`src/rtl/fifo_read_drainer.sv`:
```
// fifo_read_drainer: read-side consumer for the team FIFO.
// Issues RREQ, captures RD one cycle after each accepted request into a
// 2-entry register buffer, and presents the words as a valid/ready stream.
// Ports:
//   clk, rst        - clock, synchronous active-high reset
//   en              - allow new read requests
//   e               - FIFO empty flag
//   RREQ            - FIFO read request (combinational)
//   RD              - FIFO read data, valid the cycle after an RREQ cycle
//   out_valid/out_data/out_ready - output stream
//   words_read      - wrapping count of words popped from the FIFO
//   busy            - read in flight or buffer non-empty
module fifo_read_drainer #(
   parameter int unsigned WIDTH = 8,
   parameter int unsigned CNT_W = 16
) (
   input  logic             clk,
   input  logic             rst,
   input  logic             en,
   input  logic             e,
   output logic             RREQ,
   input  logic [WIDTH-1:0] RD,
   output logic             out_valid,
   output logic [WIDTH-1:0] out_data,
   input  logic             out_ready,
   output logic [CNT_W-1:0] words_read,
   output logic             busy
);

   localparam int unsigned OCC_W = 2;
   localparam int unsigned PEND_W = 3;

   logic [OCC_W-1:0]  occ_q, occ_d;
   logic              inflight_q, inflight_d;
   logic              head_q, head_d;
   logic              tail_q, tail_d;
   logic [WIDTH-1:0]  mem_q [2];
   logic [WIDTH-1:0]  mem_d [2];
   logic              out_valid_q, out_valid_d;
   logic [WIDTH-1:0]  out_data_q, out_data_d;
   logic [CNT_W-1:0]  words_read_q, words_read_d;
   logic              busy_q, busy_d;

   logic              pop_c;
   logic              rreq_c;
   logic [PEND_W-1:0] pending_c;

   // Request only if the word would still fit after this cycle's pop.
   // Never negative: pop implies occ >= 1.
   always_comb begin
      pop_c     = out_valid_q & out_ready;
      pending_c = PEND_W'(occ_q) + PEND_W'(inflight_q) - PEND_W'(pop_c);
      rreq_c    = !rst & en & !e & (pending_c < PEND_W'(2));
   end

   assign RREQ = rreq_c;

   // Buffer push/pop, counters and registered outputs.
   always_comb begin
      occ_d        = occ_q;
      inflight_d   = rreq_c;
      head_d       = head_q;
      tail_d       = tail_q;
      mem_d        = mem_q;
      words_read_d = words_read_q;

      // The word requested last cycle is on RD now.
      if (inflight_q) begin
         mem_d[tail_q] = RD;
         tail_d        = ~tail_q;
         words_read_d  = words_read_q + CNT_W'(1);
      end
      if (pop_c) begin
         head_d = ~head_q;
      end
      occ_d = occ_q + OCC_W'(inflight_q) - OCC_W'(pop_c);

      out_valid_d = (occ_d != '0);
      out_data_d  = mem_d[head_d];
      busy_d      = inflight_d | (occ_d != '0);
   end

   always_ff @(posedge clk) begin
      if (rst) begin
         occ_q        <= '0;
         inflight_q   <= 1'b0;
         head_q       <= 1'b0;
         tail_q       <= 1'b0;
         mem_q[0]     <= '0;
         mem_q[1]     <= '0;
         out_valid_q  <= 1'b0;
         out_data_q   <= '0;
         words_read_q <= '0;
         busy_q       <= 1'b0;
      end else begin
         occ_q        <= occ_d;
         inflight_q   <= inflight_d;
         head_q       <= head_d;
         tail_q       <= tail_d;
         mem_q        <= mem_d;
         out_valid_q  <= out_valid_d;
         out_data_q   <= out_data_d;
         words_read_q <= words_read_d;
         busy_q       <= busy_d;
      end
   end

   assign out_valid  = out_valid_q;
   assign out_data   = out_data_q;
   assign words_read = words_read_q;
   assign busy       = busy_q;

endmodule

```
`config.mk`:
```
export PLATFORM = sky130hd
export DESIGN_NAME = fifo_read_drainer
export DESIGN_NICKNAME = d
export VERILOG_FILES = /design/src/rtl/fifo_read_drainer.sv
export SDC_FILE = /design/constraint.sdc
export NUM_CORES = 1
export LEC_CHECK = 0
export ABC_AREA = 1
export BUFFER_PORTS_ARGS = -buffer_cell sky130_fd_sc_hd__buf_4
export CAP_MARGIN = 15
export CORE_ASPECT_RATIO = 2
export CORE_UTILIZATION = 35
export CTS_CLUSTER_DIAMETER = 200
export DETAILED_ROUTE_END_ITERATION = 10
export HOLD_SLACK_MARGIN = 0.15
export PLACE_DENSITY = 0.52
export SETUP_SLACK_MARGIN = 0.05
export SLEW_MARGIN = 10
export SYNTH_ARGS = -nofsm -noshare
export SYNTH_HDL_FRONTEND = slang
export SYNTH_SLANG_ARGS = --single-unit
```
`constraint.sdc`:
```
create_clock -name clk -period 5.87 [get_ports clk]
set_input_delay 0.587 -clock clk [delete_from_list [all_inputs] [get_ports clk]]
set_output_delay 0.587 -clock clk [all_outputs]
set_load 0.02 [all_outputs]
```
==> reports/qor.yml, run 1 <==
floorplanning:
  core_um2: 5660
  die-area_um2: 6180
  die_x_um: 56.1
  die_h_um: 110
  start_util_pct: 36.2
  rows: 39
  io_pins: 40
power:
  peakVddDrop_uv: 220
  p_per_area_nw_per_um2: 351
  p_leak_nw: 1.35
layout:
  final_common_cell: "nand2_1"
  multi_input_area_um2: 881
  final_cell_mix: "68 x nand2_1, 47 x inv_1, 47 x dfxtp_1"
  regArea_um2: 941
  fin_area_um2: 2520
  area_growth_pct: 23.2
  n_antenna_cell: 0
  drive_above_1_share_pct: 21.3
  fin_nets: 337
  nFillCells: 616
logic_synthesis:
  ys_seq_area_share_pct: 45.9
  syn-num-nets: 296
  synth-adder-area-share_pct: 2.81
  synth.ff_latch_count: 47
  synthSimpleGateAreaFrac_pct: 27.4
  syn_area_per_cell_um2: 7.34
  synthMuxAreaShare_pct: 0
  yosysWarnings: 0
  synth_compound_area_share_pct: 11.2
  ys_types: 27
  synth-xor-area-share_pct: 1.65
  synth_top_family_by_area: "simple AND/OR/NAND/NOR gates"
  syn_inst: 279
  synth_area_um2: 2050
placement:
  hpwlAfterDp_um: 3210
  port_buffers: 39
  place_area_um2: 2380
  place.gp.congestion: 0.748
cts:
  post-cts-setup-buffers: 0
  clock-root-buffer: "clkbuf_16"
  tritoncts: "yes"
  cts.htree.levels: 2
  cts.sinks: 47
  clock_path_buffers: 2
  worst_skew_pair.late_latency_ps: 290
  numCtsBuffers: 5
  cts.clk_slew.worst_paths_ps: 60
  cts_resized: 0
  hold_buffers: 0
flow_run:
  maxCapViolCount: 0
timing:
  max-slew-margin-rel_pct: 45.9
  fmax_mhz: 330
  tns_ps: 0
  worst_pin_slew_ps: 811
  slew_violations: 0
  hold_viol_final: 0
  setup_viol: 0
  skew_ps: 2.82
  rsz0062_at_grt: "no"
  period_minus_slack_ps: 3030
  timing.final.crit_share_pct: 51.6
grt:
  gr-usage-all-layers_pct: 15.6
  grt_pass1_vias: 1679
  grt_start_max_net_pins: 25
  grt_overflow: 0
  grt_pass1_wl_um: 7220
  antenna_found_initial: 0
detailed_routing:
  drtIter0Drc: 51
  vias: 1745
  via_per_inst: 4.58
  routed_wirelength_um: 4360
  wl_per_cell_um: 11.4
  drt.antenna.violating_nets: 0
  routed-wl-met2_um: 2430
  top_layer: "met4"
  drt_first_pass_iters: 4
  met1_length_um: 1690
  drt_drc_violations_left: 0
  met3_length_um: 151
min_path:
  hold_start: "mem_q[3]"
  hold_path_class: "reg -> reg"
worst_setup_path:
  critPathLaunch: "inflight_q"
  cp-end-kind: "output port"
  startpoint_type: "flop"
  reg2reg_from: "inflight_q"
  crit_arrival_ps: 2440
  crit_required_ps: 5280
  path_class: "reg -> out"
  worstPathMaxFanout: 7
run_status:
  status: "finished clean"
-- flip-flops by register name (all words and copies together) (netlist names), 2 cells and up --
name and flops:
words_read 16, mem_q 16, out_data 8, occ_q 2
-- cell type report --
type / instances / area share [%]
timing repair buffer: 39 / 11.6
inverter: 50 / 7.44
sequential: 47 / 37.3
multi-input combinational: 177 / 34.9
clock inverter: 1 / 0.198
tap: 61 / 3.03
clock buffer: 6 / 5.51
-- worst max-delay path, stage by stage, from the launching register on --
cell and delay, ps:
dfxtp_1 590, inv_1 160, ha_1 310, inv_1 40, ha_1 180, fa_1 460, inv_1 90, nand4_1 130
inv_1 80, buf_4 130
-- stage by stage --
step	utilization [%]	cells	power (mW)	hold WS [ps]	setup WS [ps]
global route	44.6	381	0.944	510	2660
finish	44.6	381	0.887	475	2840
detailed placement	42.0	374	0.617	469	3090
floorplan	-	279	0.542	446	3330
global placement	42.0	374	0.616	460	3100
CTS	44.6	381	0.906	479	2800
-- synth_stat cells (all sizes together) --
cell | number | share of area, %
ha | 3 | 1.8
dfxtp | 47 | 46
nand4 | 2 | 0.61
o21bai | 2 | 0.92
xor2 | 3 | 1.6
nor3b | 2 | 0.73
a21oi | 24 | 6.2
nand3 | 4 | 0.98
o21ai | 15 | 3.7
buf | 4 | 1.7
nand2 | 78 | 16
inv | 50 | 9.2
clkbuf | 1 | 0.18
nor2 | 42 | 8.8
o21a | 1 | 0.37
fa | 1 | 0.98
-- kinds of logic after synthesis --
family	count (synthesis)
AOI/OAI and AO/OA	42
buffers and inverters	55
xor gates and xnor gates	3
and+or+nand+nor	128
DFF	47
adders and majority gates	4
-- metal layers --
layer,global-route usage (%),up-vias
met2,30.7,27
met1,14.2,787
met3,3.27,6
met5,0,-
li1,-,925
met4,9.41,0
-- path summary, 6_finish.rpt --
| kind | depth (start not counted) | end | slack, ps |
|---|---|---|---|
| setup / recovery | 9 | RREQ | 2840 |
| hold / removal | 2 | mem_q[3] | 470 |
| setup reg to reg | 8 | busy | 3710 |
| hold reg to reg | 2 | mem_q[3] | 470 |
-- power by group --
part	internal, mW	switching, mW
Sequential	0.366	0.0209
Combinational	0.0871	0.131
Clock	0.166	0.115
Total	0.619	0.268
No activity file was read; power rests on OpenSTA's default activity.
==> run 2: changes to the inputs <==
ABC_AREA = 0   (was 1)
PLACE_DENSITY = 0.54   (was 0.52)
clock period = 2.6 ns   (was 5.87 ns; I/O delays follow)
==> run 2 against run 1 <==
  * Highest routed layer unchanged
  * Clock-buffer cell count stayed put
  * Sequential power is 110% higher
  * Cell count is 17% lower
==> reports/qor.yml, run 2 <==
run_status:
  status: "finished clean"
grt:
  use_met3_pct: 2.97  # -0.30 points
  grt_pass1_vias: 1482  # -12%
  grt_use_met2_pct: 28.5  # -2.2 points
  grt_start_max_net_pins: 47  # +88%
  grt_pass1_wl_um: 7190  # -0.48%
  busiest_layer: "met2"
  met1_usage_pct: 16.1  # +1.9 points
  gr-usage-all-layers_pct: 15.3  # -0.30 points
  antenna_found_initial: 0  # unchanged
  grt_overflow: 0  # unchanged
detailed_routing:
  via_per_inst: 5.01  # +9.4%
  vias: 1593  # -8.7%
  drt_drc_violations_left: 0  # unchanged
  drt_first_pass_iters: 4  # unchanged
  drtIter0Drc: 16  # -69%
  drt.antenna.violating_nets: 0  # unchanged
  wl_per_cell_um: 13.4  # +17%
  routed_wirelength_um: 4270  # -2.0%
logic_synthesis:
  synth_top_cell_by_area: "dfxtp_1"
  ys_seq_area_share_pct: 47.0  # +1.0 points
  syn-num-nets: 235  # -21%
  syn_inst: 218  # -22%
  syn_area_per_cell_um2: 9.19  # +25%
  synth.area.top_cells: "dfxtp_1 47%, nand2_1 7.1%, a211oi_2 5.0%"
  ys.flop_type: "dfxtp_1"
  synth.ff_latch_count: 47  # unchanged
  synth_top_cell_area_share_pct: 47.0  # +1.0 points
  ys_async_sr_fraction_pct: 0  # unchanged
  synth_edf_count: 0  # unchanged
  synth_most_common_cell: "dfxtp_1"
  yosysWarnings: 0  # unchanged
  synth_area_um2: 2000  # -2.2%
  synthTopCellsByCount: "47 x dfxtp_1, 38 x nand2_1, 19 x a21oi_1"
  ys_types: 30  # +11%
worst_setup_path:
  crit_required_ps: 2340  # -2940 ps
  reg2reg_from: "out_valid"
  crit_arrival_ps: 2200  # -240 ps
  worstPathMaxFanout: 2  # -5
  reg2regPathDepth: 9  # +1
  cp-end-kind: "output port"
  r2r-end: "busy"
  rrSetupSlack_ps: 260  # -3450 ps
  startpoint_type: "flop"
  path_class: "reg -> out"
placement:
  place.gp.congestion: 0.761  # +1.8%
  hpwlAfterDp_um: 2990  # -6.8%
  dp_slack_ps: 246  # -2840 ps
  port_buffers: 39  # unchanged
timing:
  max-slew-margin-rel_pct: 58.1  # +12 points
  setup_viol: 0  # unchanged
  slew_violations: 0  # unchanged
  skew_ps: 5.36  # +2.54 ps
  period_minus_slack_ps: 2460
  timing.final.crit_share_pct: 94.6
  rsz0062_at_grt: "no"
  fmax_mhz: 407
  hold_viol_final: 0  # unchanged
  fin_ws_ps: 140  # -2700 ps
  worst_pin_slew_ps: 626  # -185 ps
  tns_ps: 0  # unchanged
cts:
  cts.sinks: 47  # unchanged
  tritoncts: "yes"
  clock_path_buffers: 2  # unchanged
  cts.htree.levels: 2  # unchanged
  numCtsBuffers: 5  # unchanged
  worst_skew_pair.late_latency_ps: 290  # about the same
  cts.clk_slew.worst_paths_ps: 90  # +30 ps
  clock-root-buffer: "clkbuf_8"
floorplanning:
  die-area_um2: 6050  # -2.1%
  die_h_um: 109  # -1.1%
  start_util_pct: 36.6  # +0.45 points
  die_x_um: 55.5  # -1.1%
  rows: 38  # -2.6%
  core_um2: 5470  # -3.4%
  io_pins: 40  # unchanged
flow_run:
  maxCapViolCount: 0  # unchanged
min_path:
  holdPathEnd: "mem_q[9]"
  hold_start: "RD[1]"
  min_delay_path_depth: 3  # +1
  hold_path_class: "in -> reg"
power:
  p_per_area_nw_per_um2: 704  # +100%
  swShare_pct: 29.8  # -0.42 points
  clock_power_share_pct: 25.6  # -6.2 points
  switchingPower_mw: 0.516  # +93%
  p_comb_share_pct: 27.4  # +2.8 points
  peakVddDrop_uv: 418  # +90%
  intPower_mw: 1.22  # +97%
  seqPwrFrac_pct: 47.0  # +3.4 points
  p_leak_nw: 0.951  # -30%
layout:
  n_antenna_cell: 0  # unchanged
  area_growth_pct: 22.9
  drive_above_1_share_pct: 27.1  # +5.9 points
  multi_input_area_um2: 995  # +13%
  regArea_um2: 942  # +0.13%
  final_common_cell: "dfxtp_1"
  fin_nets: 275  # -18%
  nFillCells: 565  # -8.3%
  final_cell_mix: "46 x dfxtp_1, 44 x buf_4, 38 x nand2_1"
-- run 2: changes by cell type after synthesis, sizes merged, moves of 11 or more --
cell	before	now
nand2	78	38
o21ai	15	2
nor2	42	18
inv	50	6
xnor2	0	11
nor3	0	12
-- run 2: what timing repair did --
item / CTS / global route
hold endpoints to repair: 1 / 0
hold buffers: 1 / 0
setup endpoints to repair: 1 / 1
pin swaps: 3 / 2
resized for setup: 1 / 2
setup buffers: 2 / 1
-- run 2: cell families (layout without fill, tap and decap cells) --
family                     Yosys count  in the layout  share of synthesized area (%)
and+or+nand+nor                     95             95                           22.1
muxes                               10             10                           5.06
AOI/OAI and AO/OA                   29             29                           10.2
DFF                                 47             47                           47.0
buffers and inverters               18             58                           4.43
xor gates and xnor gates            15             15                           8.31
adders and majority gates            4              4                           2.87
-- run 2: area by class of cell --
type,instances,area share (%)
inverter,6,0.915
timing repair buffer,45,13.8
tap,60,3.05
multi-input combinational,153,40.4
clock inverter,1,0.203
clock buffer,6,3.35
sequential,47,38.3
-- run 2: metrics by stage --
stage | instances | utilization [%] | instance area (µm²) | power [mW] | hold slack [ps]
final | 318 | 45.0 | 2460 | 1.73 | 222
after global routing | 318 | 45.0 | 2460 | 1.83 | 214
after CTS | 317 | 44.6 | 2440 | 1.75 | 212
after detailed placement | 307 | 42.5 | 2330 | 1.28 | 447
after global placement | 307 | 42.5 | 2330 | 1.28 | 444
after floorplan | 218 | - | 2010 | 1.16 | 339
-- run 2: critical path: stages (launching register included) --
cell and delay [ps]:
dfxtp_2 320, and2_4 140, ha_4 250, inv_1 30
ha_2 160, fa_1 480, nor4_2 330, buf_4 190
-- run 2: power groups by stage --
stage	registers, mW	logic (mW)	clock network [mW]
floorplan	0.866	0.291	0
global placement	0.831	0.448	0
detailed placement	0.832	0.451	0
CTS	0.816	0.471	0.463
global route	0.823	0.523	0.489
finish	0.816	0.474	0.444
-- run 2: worst max-delay path by stage --
stage | start | endpoint | slack, ps | cells past startpoint
floorplan | inflight_q | busy | 90 | 9
global placement | out_ready | busy | 260 | 9
detailed placement | out_ready | busy | 250 | 9
CTS | out_valid | RREQ | 80 | 7
global route | out_valid | RREQ | 40 | 7
finish | out_valid | RREQ | 140 | 7
-- run 2: routing by layer --
metal	up-vias	routed length (µm)
li1	812	-
met1	746	1720
met3	6	137
met2	29	2330
met5	-	0
met4	0	91
==> run 3: changes to the inputs <==
==> constraint.sdc (replaced) <==
create_clock -name clk -period 2.6 [get_ports clk]
set_input_delay 0.39 -clock clk [delete_from_list [all_inputs] [get_ports clk]]
set_output_delay 0.39 -clock clk [all_outputs]
set_load 0.02 [all_outputs]
==> run 3 against run 2 <==
  * Via count down 2.8%
  * Critical endpoint unchanged
  * Sequential power about the same
  * Core utilization up 0.30 points
  * Combinational power up 4%
  * Non-clock buffer count down 2
  * Setup slack worse by 54 ps
==> reports/qor.yml, run 3 (synthesis gave the netlist of run 2 again) <==
floorplanning:
  die_x_um: 55.5  # unchanged
  start_util_pct: 36.6  # unchanged
  core_um2: 5470  # unchanged
  die-area_um2: 6050  # unchanged
  io_pins: 40  # unchanged
  die_h_um: 109  # unchanged
  rows: 38  # unchanged
detailed_routing:
  drtIter0Drc: 48  # +32
  wl_per_cell_um: 13.5  # +0.71%
  via_per_inst: 4.89  # -2.5%
  drt_drc_violations_left: 0  # unchanged
  routed_wirelength_um: 4290  # +0.40%
  vias: 1549  # -2.8%
  drt.antenna.violating_nets: 0  # unchanged
  drt_first_pass_iters: 4  # unchanged
run_status:
  status: "finished clean"
timing:
  max-slew-margin-rel_pct: 56.0  # -2.1 points
  hold_viol_final: 0  # unchanged
  setup_viol: 0  # unchanged
  fmax_mhz: 398  # -2.2%
  tns_ps: 0  # unchanged
  skew_ps: 5.97  # +0.606 ps
  hold_slack_ps: 302  # +80.9 ps
  timing.final.crit_share_pct: 96.7  # +2.1 points
  period_minus_slack_ps: 2510  # +54.4 ps
  worst_pin_slew_ps: 657  # +30.9 ps
  rsz0062_at_grt: "yes"
  slew_violations: 0  # unchanged
  fin_ws_ps: 85.8  # -54.4 ps
placement:
  place.gp.congestion: 0.738  # -3.0%
  placed_cells: 308  # +0.33%
  port_buffers: 39  # unchanged
  hpwlAfterDp_um: 3070  # +2.8%
  dp_slack_ps: 74.1  # -172 ps
worst_setup_path:
  r2r-end: "busy"
  crit_required_ps: 2210  # -130 ps
  startpoint_type: "flop"
  reg2regPathDepth: 9  # unchanged
  reg2reg_from: "out_valid"
  crit_arrival_ps: 2120  # -80 ps
  path_class: "reg -> out"
  worstPathMaxFanout: 2  # unchanged
  cp-end-kind: "output port"
  rrSetupSlack_ps: 310  # +50 ps
min_path:
  hold_path_class: "in -> reg"
  hold_start: "e"
  min_delay_path_depth: 2  # -1
  holdPathEnd: "inflight_q"
layout:
  nFillCells: 537  # -5.0%
  area_growth_pct: 23.7
  final_cell_mix: "46 x dfxtp_1, 43 x buf_4, 38 x nand2_1"
  n_antenna_cell: 0  # unchanged
  drive_above_1_share_pct: 27.6  # +0.49 points
  fin_nets: 273  # -0.73%
  stdcell_count: 317  # -0.31%
  final_common_cell: "dfxtp_1"
cts:
  worst_skew_pair.late_latency_ps: 290  # about the same
  clock_path_buffers: 2  # unchanged
  tritoncts: "yes"
  numCtsBuffers: 5  # unchanged
  cts.clk_slew.worst_paths_ps: 80  # about the same
  cts.sinks: 47  # unchanged
  cts.htree.levels: 2  # unchanged
  clock-root-buffer: "clkbuf_8"
flow_run:
  maxCapViolCount: 0  # unchanged
power:
  p_per_area_nw_per_um2: 718  # +1.9%
  p_leak_nw: 0.945  # -0.67%
  power_mw: 1.78  # +2.6%
  peakVddDrop_uv: 497  # +19%
grt:
  grt_overflow: 0  # unchanged
  antenna_found_initial: 0  # unchanged
  grt_pass1_vias: 1522  # +2.7%
  grt_start_max_net_pins: 47  # unchanged
  gr-usage-all-layers_pct: 15.0  # -0.26 points
  grt_pass1_wl_um: 7070  # -1.6%
[run 3: metal layers]
| layer | wire (µm) | global-route usage (%) |
|---|---|---|
| met3 | 111 | 3.32 |
| met5 | 0 | 0 |
| met4 | 66 | 6.79 |
| met2 | 2450 | 28.9 |
| met1 | 1660 | 15.1 |
[run 3: how the worst max path moves through the flow]
stage / cells past startpoint / startpoint / slack (ps) / end
global route: 7 / out_valid / 10 / RREQ
finish: 7 / out_valid / 90 / RREQ
global placement: 8 / out_ready / 100 / RREQ
detailed placement: 8 / out_ready / 70 / RREQ
CTS: 7 / out_valid / 60 / RREQ
floorplan: 8 / inflight_q / 60 / RREQ
[run 3: power breakdown]
part           total, mW  internal [mW]  switching, mW
registers          0.818          0.783         0.0351
clock network      0.471          0.243          0.228
logic              0.491          0.229          0.262
[run 3: repair_timing]
item                       4_1_cts  5_1_grt
gates resized for setup          6        0
setup endpoints to repair        1        1
hold buffers                     0        0
setup buffers                    1        0
pin swaps                        4        2
[run 3: critical path, cell delays in order, from the launching register on]
cell and delay, ps:
dfxtp_2 320, and2_4 140, ha_4 250, inv_2 30, ha_4 140, fa_2 450, nor4_4 310, buf_4 190
[run 3: cell type report]
cell class / instances / area (µm²) / share of cell area (%)
flip-flops and latches: 47 / 942 / 38.0
clock buffers: 8 / 100 / 4.04
inverters: 6 / 22.5 / 0.909
repair buffers: 43 / 323 / 13.0
multi-input cells: 153 / 1020 / 41.0
well taps: 60 / 75.1 / 3.03
[run 3: per-stage QoR]
step | instance area, µm² | util [%]
floorplan | 2020 | -
global placement | 2340 | 42.8
detailed placement | 2340 | 42.8
CTS | 2480 | 45.3
global route | 2480 | 45.3
finish | 2480 | 45.3
